--- config.mk ---
export PLATFORM = sky130hd
export DESIGN_NAME = ras_ckpt
export DESIGN_NICKNAME = d
export VERILOG_FILES = /design/src/rtl/core_types_pkg.sv /design/src/rtl/ras_ckpt_sat_counter.sv /design/src/rtl/ras_ckpt.sv
export SDC_FILE = /design/constraint.sdc
export NUM_CORES = 1
export LEC_CHECK = 0
export BUFFER_PORTS_ARGS = -buffer_cell sky130_fd_sc_hd__buf_2
export CORE_MARGIN = 4
export CORE_UTILIZATION = 60
export CTS_CLUSTER_DIAMETER = 150
export DETAILED_ROUTE_END_ITERATION = 6
export HOLD_SLACK_MARGIN = 0.06
export PLACE_DENSITY = 0.9
export SLEW_MARGIN = 20
export SYNTH_ARGS = -nofsm -noshare
export SYNTH_HDL_FRONTEND = slang
export SYNTH_HIERARCHICAL = 1
export SYNTH_SLANG_ARGS = --single-unit
--- constraint.sdc ---
create_clock -name CLK -period 23.2 [get_ports CLK]
set_input_delay 2.32 -clock CLK [delete_from_list [all_inputs] [get_ports CLK]]
set_output_delay 2.32 -clock CLK [all_outputs]
set_load 0.02 [all_outputs]
--- src/rtl/core_types_pkg.sv ---
// Shared core-wide types and sizing defaults.
// The return-address stack takes its geometry and checkpoint record from here.
package core_types_pkg;

  localparam int RAS_ENTRIES      = 8;
  localparam int RAS_TARGET_WIDTH = 31;
  localparam int RAS_INDEX_WIDTH  = $clog2(RAS_ENTRIES);
  localparam int RAS_COUNT_WIDTH  = $clog2(RAS_ENTRIES + 1);

  // Snapshot taken alongside each predicted branch so a flush can rewind the stack.
  typedef struct packed {
    logic [RAS_INDEX_WIDTH-1:0] index;
    logic [RAS_COUNT_WIDTH-1:0] count;
  } ras_ckpt_t;

endpackage

--- src/rtl/ras_ckpt_sat_counter.sv ---
// Saturating up-counter: increments on inc and holds at its all-ones maximum.
module sat_counter #(
  parameter int WIDTH = 16
) (
  input  logic             clk,
  input  logic             rst,
  input  logic             inc,
  output logic [WIDTH-1:0] count
);

  logic [WIDTH-1:0] count_r;

  // Count register; sticks at its maximum instead of wrapping.
  always_ff @(posedge clk or posedge rst) begin
    if (rst) begin
      count_r <= {WIDTH{1'b0}};
    end else if (inc && (count_r != {WIDTH{1'b1}})) begin
      count_r <= count_r + WIDTH'(1);
    end else begin
      count_r <= count_r;
    end
  end

  assign count = count_r;

endmodule

--- src/rtl/ras_ckpt.sv ---
// Checkpointable circular return-address stack with zero-cycle top read.
// Define RAS_PERF_COUNTERS_EN to add saturating overflow/underflow event counters.
module ras_ckpt #(
  parameter  int RAS_ENTRIES      = core_types_pkg::RAS_ENTRIES,
  parameter  int RAS_TARGET_WIDTH = core_types_pkg::RAS_TARGET_WIDTH,
  localparam int RAS_INDEX_WIDTH  = $clog2(RAS_ENTRIES),
  localparam int RAS_COUNT_WIDTH  = $clog2(RAS_ENTRIES + 1)
) (
  input  logic                        CLK,
  input  logic                        RST,
  input  logic                        push_valid,
  input  logic [RAS_TARGET_WIDTH-1:0] push_target,
  input  logic                        pop_valid,
  input  logic                        restore_valid,
  input  logic [RAS_INDEX_WIDTH-1:0]  restore_index,
  input  logic [RAS_COUNT_WIDTH-1:0]  restore_count,
  output logic [RAS_TARGET_WIDTH-1:0] ret_target,
  output logic [RAS_INDEX_WIDTH-1:0]  ras_index,
  output logic [RAS_COUNT_WIDTH-1:0]  ras_count,
  output logic                        ras_empty,
  output logic                        underflow
`ifdef RAS_PERF_COUNTERS_EN
  ,
  output logic [15:0]                 overflow_cnt,
  output logic [15:0]                 underflow_cnt
`else
`endif
);

  localparam logic [RAS_COUNT_WIDTH-1:0] FULL_COUNT = RAS_COUNT_WIDTH'(RAS_ENTRIES);

  logic [RAS_TARGET_WIDTH-1:0] stack_r [RAS_ENTRIES];
  logic [RAS_INDEX_WIDTH-1:0]  index_r;
  logic [RAS_COUNT_WIDTH-1:0]  count_r;

  logic [RAS_INDEX_WIDTH-1:0]  index_nxt_s;
  logic [RAS_COUNT_WIDTH-1:0]  count_nxt_s;
  logic                        wr_en_s;
  logic [RAS_INDEX_WIDTH-1:0]  wr_idx_s;
  logic                        ovf_evt_s;
  logic                        unf_evt_s;
  logic                        empty_s;

  assign empty_s = (count_r == {RAS_COUNT_WIDTH{1'b0}});

  // Next pointer/occupancy and write request; restore outranks push/pop.
  always_comb begin
    index_nxt_s = index_r;
    count_nxt_s = count_r;
    wr_en_s     = 1'b0;
    wr_idx_s    = index_r;
    ovf_evt_s   = 1'b0;
    unf_evt_s   = 1'b0;
    if (restore_valid) begin
      index_nxt_s = restore_index;
      count_nxt_s = (restore_count > FULL_COUNT) ? FULL_COUNT : restore_count;
    end else if (push_valid && pop_valid) begin
      // A call that immediately returns just replaces the current top.
      wr_en_s = 1'b1;
    end else if (push_valid) begin
      wr_en_s     = 1'b1;
      wr_idx_s    = index_r + RAS_INDEX_WIDTH'(1);
      index_nxt_s = index_r + RAS_INDEX_WIDTH'(1);
      if (count_r == FULL_COUNT) begin
        ovf_evt_s = 1'b1;
      end else begin
        count_nxt_s = count_r + RAS_COUNT_WIDTH'(1);
      end
    end else if (pop_valid) begin
      if (empty_s) begin
        unf_evt_s = 1'b1;
      end else begin
        index_nxt_s = index_r - RAS_INDEX_WIDTH'(1);
        count_nxt_s = count_r - RAS_COUNT_WIDTH'(1);
      end
    end else begin
      index_nxt_s = index_r;
      count_nxt_s = count_r;
    end
  end

  // Top pointer and occupancy registers.
  always_ff @(posedge CLK or posedge RST) begin
    if (RST) begin
      index_r <= {RAS_INDEX_WIDTH{1'b0}};
      count_r <= {RAS_COUNT_WIDTH{1'b0}};
    end else begin
      index_r <= index_nxt_s;
      count_r <= count_nxt_s;
    end
  end

  // Entry storage; only the single addressed slot is written per cycle.
  always_ff @(posedge CLK or posedge RST) begin
    if (RST) begin
      for (int i = 0; i < RAS_ENTRIES; i++) begin
        stack_r[i] <= {RAS_TARGET_WIDTH{1'b0}};
      end
    end else if (wr_en_s) begin
      stack_r[wr_idx_s] <= push_target;
    end
  end

  assign ret_target = stack_r[index_r];
  assign ras_index  = index_r;
  assign ras_count  = count_r;
  assign ras_empty  = empty_s;
  // Flag any pop seen against an empty stack, but never while reset or recovery owns the cycle.
  assign underflow  = pop_valid & empty_s & ~restore_valid & ~RST;

`ifdef RAS_PERF_COUNTERS_EN
  sat_counter #(.WIDTH(16)) u_ovf_cnt (
    .clk   (CLK),
    .rst   (RST),
    .inc   (ovf_evt_s),
    .count (overflow_cnt)
  );

  sat_counter #(.WIDTH(16)) u_unf_cnt (
    .clk   (CLK),
    .rst   (RST),
    .inc   (unf_evt_s),
    .count (underflow_cnt)
  );
`else
  logic perf_unused_s;
  assign perf_unused_s = ovf_evt_s | unf_evt_s;
`endif

endmodule

==> results of run 1 <==
[routing by layer]
layer  up-vias  wire length (um)
li1       2802                 -
met1      3537             10300
met2       165             12500
met3        47               984
met4         2               529
met5         -                13
[critical path, cell delays in order (launching register included)]
cell and delay (ps):
dfrtp_4 740, buf_4 750, mux4_2 600, mux2_2 300, buf_2 170
[kinds of logic after synthesis]
family / synth area share (%)
AND/OR/NAND/NOR: 1.58
multiplexers: 39.4
XOR/XNOR: 0.590
AO/OA/AOI/OAI: 0.687
flip-flops: 54.7
adder cells (fa/ha/maj): 0.601
buffers and inverters: 2.40
[sequential cells by signal (all words and copies together), names as in the netlist]
signal and count:
stack_r 248, ras_count 4, ras_index 3
[stage by stage]
step                      worst slack, ps  std cells  hold slack, ps  power (W)
after detailed placement            17950       1014             488    0.00136
after CTS                           17720       1056             501    0.00176
final                               17770       1057             498    0.00174
after global routing                17590       1056             504    0.00184
after floorplan                     13870        714             453    0.00120
after global placement              17960       1014             465    0.00130
[area by class of cell]
type	count	area (um2)
sequential	255	6390
fill	1204	5870
multi-input combinational	407	5040
clock buffer	40	782
timing repair buffer	87	448
tap	260	325
inverter	5	26.3
clock inverter	2	10.0
antenna	1	2.50
[worst max-delay path by stage]
stage,end,cells after the start
2_1_floorplan,ras_count[0]$_DFFE_PP0P_,1
3_3_place_gp,underflow,4
3_5_place_dp,underflow,4
4_1_cts,ret_target[21],4
5_1_grt,ret_target[18],4
6_report,ret_target[21],4
[cells in the final DEF, fill, tap and decap left out, types with 2 or more instances in the layout]
| master | instances |
|---|---|
| nor3b_1 | 2 |
| clkbuf_1 | 5 |
| mux2i_1 | 3 |
| buf_4 | 5 |
| mux4_2 | 62 |
| clkbuf_16 | 25 |
| xnor2_1 | 4 |
| mux2_2 | 281 |
| ha_1 | 4 |
| clkinv_2 | 2 |
| inv_1 | 4 |
| dfrtp_4 | 2 |
| nand3_1 | 2 |
| dfrtp_1 | 252 |
| o21ai_0 | 4 |
| nand2b_2 | 2 |
| clkbuf_8 | 10 |
| nor2_1 | 4 |
| nand2_2 | 3 |
| nand2_1 | 8 |
| o22ai_1 | 3 |
| a21oi_1 | 4 |
| xor2_1 | 2 |
| nor3_1 | 2 |
| nand2b_1 | 2 |
| buf_2 | 82 |
[where the power goes]
part           total, W  switching (W)  internal [W]
sequential     0.000795       0.000133      0.000662
clock          0.000387       0.000158      0.000228
combinational  0.000563       0.000224      0.000340
total           0.00174       0.000515       0.00123
==> qor.csv, run 1 <==
stage;metric;value;unit
finish;# nets final;829;
hold_path;hold crit path type;reg -> reg;
pwr;leakage;5.71;nW
route;antenna-violating nets left;0;
global_routing;met2 Use GR;39.5;%
floorplan;chip width;147;um
timing;Slew Viols, Final;0;
setup_path;Reg2Reg Launch Point;ras_index[0]$_DFFE_PP0P_;
synth;Async SR Flop Fraction;100;%
route;drt initial violations;487;
clocking;Gates resized, CTS repair;0;
timing;Slew @ Worst Pin;1160;ps
timing;total negative slack;0;ps
setup_path;R2R cell count;8;
clocking;postcts setup bufs;0;
route;drt pass-1 iters;4;
clocking;Worst-Skew Late Latency;510;ps
synth;register area share after synthesis;54.7;%
synth;synth top area cells;dfrtp_1 55%, mux2_2 27%, mux4_2 12%, buf_2 0.94%, buf_4 0.58%;
finish;P&R area growth vs syn;11.6;%
clocking;CTS tree;done;
placed_design;Final HPWL DP;14400;um
synth;Post-Synthesis Cell Area;0.0117;mm2
pwr;pwr dens;134;mW/mm2
floorplan;num rows;50;
job;MaxCap Viol Count;0;
route;drt wl/cell;23.0;um
timing;crit path time final;5430;ps
global_routing;grt ovf;0;
finish;fin util;68.9;%
placed_design;placed cell area;0.0122;mm2
setup_path;Reg2Reg Capture Point;stack_r[192]$_DFFE_PP0P_;
synth;post-synth top area share;54.7;%
global_routing;GRT busiest layer;met2;
setup_path;critical path arrival;3110;ps
clocking;maximum root-to-sink buffer count;3;
setup_path;r2r setup slk;19160;ps
hold_path;hold path depth;1;
pwr;Worst VDD drop;0.0000581;V
floorplan;Ports;83;
synth;#FFs+latches synth;255;
floorplan;Die Y;147;um
route;Vias;6553;
synth;synth unique cells;38;
route;drc violations;0;
clocking;clock-pin slew on the worst setup and hold paths;60;ps
timing;Final period util;23.4;%
global_routing;largest net degree at the start of global routing;117;
timing;RSZ-0062 raised after global routing;false;
synth;synth cell count leaders;281 x mux2_2, 255 x dfrtp_1, 62 x mux4_2;
synth;top_reg_cell synth;dfrtp_1;
global_routing;first-pass GRT wire length;39700;um
synth;Post-synth EDFFs;0;
timing;fmax;0.184;GHz
setup_path;Req. time, crit path;20880;ps
synth;Synth Instances;714;
global_routing;GRT met1 Usage;31.5;%
finish;Final Instance Area;0.0130;mm2
clocking;clock root cell;clkbuf_16;
clocking;Num CTS Buffers;25;
placed_design;Buffers on Ports;82;
setup_path;Crit Path Category;reg -> out;
synth;Yosys top cell by area;dfrtp_1;
placed_design;routability cong.;0.758;
hold_path;hold endpoint;stack_r[79]$_DFFE_PP0P_;
clocking;CTS Hold Bufs;0;
floorplan;Die Area;0.0217;mm2
clocking;H-tree levels;1;
global_routing;met3 Use GR;3.07;%
floorplan;CORE AREA;0.0189;mm2
route;Routed Wire Length;24300;um
setup_path;crit start category;flip-flop;
run_status;status;complete, no violations;
synth;number of warnings issued by yosys;6;
timing;Hold Violations, Final;0;
setup_path;Critical Path Start;ras_index[0]$_DFFE_PP0P_;
synth;syn_area_per_cell;16.3;um2
finish;fraction of layout cells with a size suffix above 1;60.7;%
timing;final setup fails;0;
synth;most frequent cell after synthesis;mux2_2;
route;vias per inst;6.20;
timing;Slew headroom;22.4;%
setup_path;kind of end point of the critical path;output pin;
setup_path;CP Max Fanout;47;
global_routing;Total GRT Usage;22.9;%
clocking;clk sinks;255;
timing;Worst Clk Skew;18.0;ps
hold_path;Hold Crit Start;stack_r[79]$_DFFE_PP0P_;
global_routing;initial antenna violation count;1;
global_routing;vias in the first global route;7301;
floorplan;Starting Density;61.7;%
synth;Mapped Nets;762;
No activity file was read; power rests on OpenSTA's default activity.
==> run 2, diff against run 1 <==
==> constraint.sdc (replaced) <==
create_clock -name CLK -period 5.2 [get_ports CLK]
set_input_delay 0.52 -clock CLK [delete_from_list [all_inputs] [get_ports CLK]]
set_output_delay 0.52 -clock CLK [all_outputs]
set_load 0.02 [all_outputs]
==> run 2 against run 1 <==
Final area rose by 1.8%. Via count increased by 1.1%. Clock power grew to 5.4 times the previous value. Non-clock buffer count rose by 1. Global-route usage is 1.0 points higher. Count of clock-buffer cells in the layout fell by 3. Sequential share of layout area is 0.88 points lower. Critical endpoint is now ret_target[29].
==> qor.csv, run 2 (synthesized netlist as in run 1, its figures left out) <==
stage;metric;value;unit;change
timing;fmax;0.273;GHz;
clocking;clock root cell;clkbuf_16;;unchanged
finish;# nets final;831;;was 829
setup_path;WP buf/inv;2;;unchanged
finish;max reg flops;248;;unchanged
finish;Final Instance Area;0.0133;mm2;was 0.0130 mm2
pwr;leakage;5.82;nW;was 5.71 nW
setup_path;r2r setup slk;1720;ps;was 19160 ps
global_routing;grt ovf;0;;unchanged
global_routing;initial antenna violation count;1;;unchanged
timing;Hold Violations, Final;0;;unchanged
route;vias per inst;6.22;;was 6.20
route;drt pass-1 iters;4;;unchanged
finish;most frequent cells in the layout;281 x mux2_2, 252 x dfrtp_1, 82 x buf_2, 62 x mux4_2, 27 x clkbuf_16;;was 281 x mux2_2, 252 x dfrtp_1, 82 x buf_2, 62 x mux4_2, 25 x clkbuf_16
setup_path;Req. time, crit path;4680;ps;was 20880 ps
setup_path;critical path arrival;3140;ps;was 3110 ps
route;drt initial violations;351;;was 487
pwr;sequential power share;43.5;%;was 45.6%
clocking;maximum root-to-sink buffer count;3;;unchanged
floorplan;Die Y;147;um;unchanged
timing;RSZ-0062 raised after global routing;false;;unchanged
global_routing;Total GRT Usage;24.0;%;was 22.9%
clocking;postcts setup bufs;0;;unchanged
setup_path;family with the most delay on the worst path;buffers and inverters;;unchanged
route;antenna-violating nets left;0;;unchanged
placed_design;routability cong.;0.813;;was 0.758
clocking;clock-pin slew on the worst setup and hold paths;70;ps;was 60 ps
job;MaxCap Viol Count;0;;unchanged
setup_path;CP Max Fanout;48;;was 47
pwr;Worst VDD drop;0.000303;V;was 0.0000581 V
timing;final setup fails;0;;unchanged
floorplan;num rows;50;;unchanged
clocking;clk sinks;255;;unchanged
finish;most common cell after layout, fill and taps aside;mux2_2;;unchanged
timing;Slew headroom;25.5;%;was 22.4%
floorplan;CORE AREA;0.0189;mm2;unchanged
timing;Slew Viols, Final;0;;unchanged
route;drt wl/cell;24.0;um;was 23.0 um
finish;P&R area growth vs syn;13.7;%;was 11.6%
pwr;Sw Share;29.7;%;was 29.5%
route;Vias;6626;;was 6553
hold_path;hold crit path type;in -> reg;;was reg -> reg
floorplan;chip width;147;um;unchanged
setup_path;crit start category;flip-flop;;unchanged
setup_path;critical path cell sequence;buf_4 -> mux4_2 -> mux2_2 -> buf_2;;unchanged
timing;crit path time final;3660;ps;
timing;worst hold slack;224;ps;was 498 ps
timing;Worst Clk Skew;8.59;ps;was 18.0 ps
pwr;P_sw;0.00244;W;was 0.000515 W
placed_design;Final HPWL DP;14600;um;was 14400 um
pwr;Design Power;0.00822;W;was 0.00174 W
pwr;clock share of power;25.4;%;was 22.2%
timing;total negative slack;0;ps;unchanged
global_routing;largest net degree at the start of global routing;169;;was 117
placed_design;Buffers on Ports;82;;unchanged
global_routing;first-pass GRT wire length;41300;um;was 39700 um
timing;Final period util;70.4;%;
timing;Slew @ Worst Pin;1110;ps;was 1160 ps
floorplan;Die Area;0.0217;mm2;unchanged
route;Routed Wire Length;25600;um;was 24300 um
pwr;pwr dens;620;mW/mm2;was 134 mW/mm2
run_status;status;complete, no violations;;unchanged
finish;Most flops, register;stack_r;;unchanged
setup_path;kind of end point of the critical path;output pin;;unchanged
floorplan;Ports;83;;unchanged
clocking;CTS tree;done;;unchanged
finish;fraction of layout cells with a size suffix above 1;61.3;%;was 60.7%
setup_path;delay of the slowest critical-path stage;780;ps;was 750 ps
clocking;H-tree levels;1;;unchanged
clocking;Worst-Skew Late Latency;530;ps;was 510 ps
route;drc violations;0;;unchanged
pwr;Comb power frac;31.1;%;was 32.3%
global_routing;vias in the first global route;7514;;was 7301
setup_path;Crit Path Category;reg -> out;;unchanged
pwr;Internal;0.00579;W;was 0.00123 W
placed_design;placed cell area;0.0122;mm2;about the same
floorplan;Starting Density;61.7;%;unchanged
setup_path;Worst path slowest cell;buf_4;;unchanged
finish;fin util;70.2;%;was 68.9%
clocking;Num CTS Buffers;26;;was 25
-- run 2: cell types whose count changed in the layout (fill, tap and decap cells not counted), sizes merged --
| cell | delta |
|---|---|
| inv | -1 |
| clkinvlp | +1 |
| clkbuf | -3 |
| bufinv | +5 |
| diode | +1 |
| dlygate4sd3 | +1 |
| clkinv | +4 |
-- run 2: per-stage QoR --
stage / setup slack [ps] / std cells
after floorplan: 1320 / 714
after global placement: 1680 / 1013
after detailed placement: 1520 / 1013
after CTS: 1480 / 1062
after global routing: 1360 / 1064
final: 1540 / 1065
-- run 2: worst paths after layout --
check / start / endpoint / depth (start not counted)
max: ras_index[0]$_DFFE_PP0P_ / ret_target[29] / 4
min: restore_count[3] / ras_count[2]$_DFFE_PP0P_ / 2
max reg2reg: ras_index[0]$_DFFE_PP0P_ / stack_r[25]$_DFFE_PP0P_ / 5
min reg2reg: stack_r[214]$_DFFE_PP0P_ / stack_r[214]$_DFFE_PP0P_ / 1
max in group asynchronous: RST / stack_r[131]$_DFFE_PP0P_ / 4
min in group asynchronous: RST / ras_index[1]$_DFFE_PP0P_ / 3
-- run 2: worst register-to-register path, delay by kind of cell, from the launching register on --
family                 cells  cell delay (ps)
AND/OR/NAND/NOR            2             1130
buffers and inverters      1              800
flip-flops                 1              710
multiplexers               1              450
AO/OA/AOI/OAI              1              270
-- run 2: what timing repair did --
action                                 CTS  global route
hold buffers                             1             0
endpoints found under the hold margin    1             0
resized for setup                        0             0
-- run 2: area by class of cell --
class	instances	area (um2)
flip-flops and latches	255	6390
fillers	1181	5630
multi-input cells	407	5040
clock buffers	37	793
repair buffers	88	507
well taps	260	325
clock inverters	11	180
inverters	5	22.5
diodes	2	5.00
-- run 2: layer usage --
layer / GRT usage [%] / wire length, um / vias up / share of wire [%]
li1: - / - / 2814 / -
met2: 42.4 / 13300 / 191 / 52
met1: 31.1 / 10500 / 3562 / 41
met5: 0 / 0 / - / 0
met4: 7.92 / 628 / 0 / 2.5
met3: 3.19 / 1140 / 59 / 4.5
-- run 2: power groups by stage --
| stage | logic (W) | clock network [W] | registers (W) |
|---|---|---|---|
| finish | 0.00256 | 0.00209 | 0.00358 |
| global route | 0.00274 | 0.00219 | 0.00367 |
| CTS | 0.00255 | 0.00210 | 0.00360 |
| detailed placement | 0.00251 | 0 | 0.00358 |
| global placement | 0.00237 | 0 | 0.00344 |
| floorplan | 0.00205 | 0 | 0.00329 |
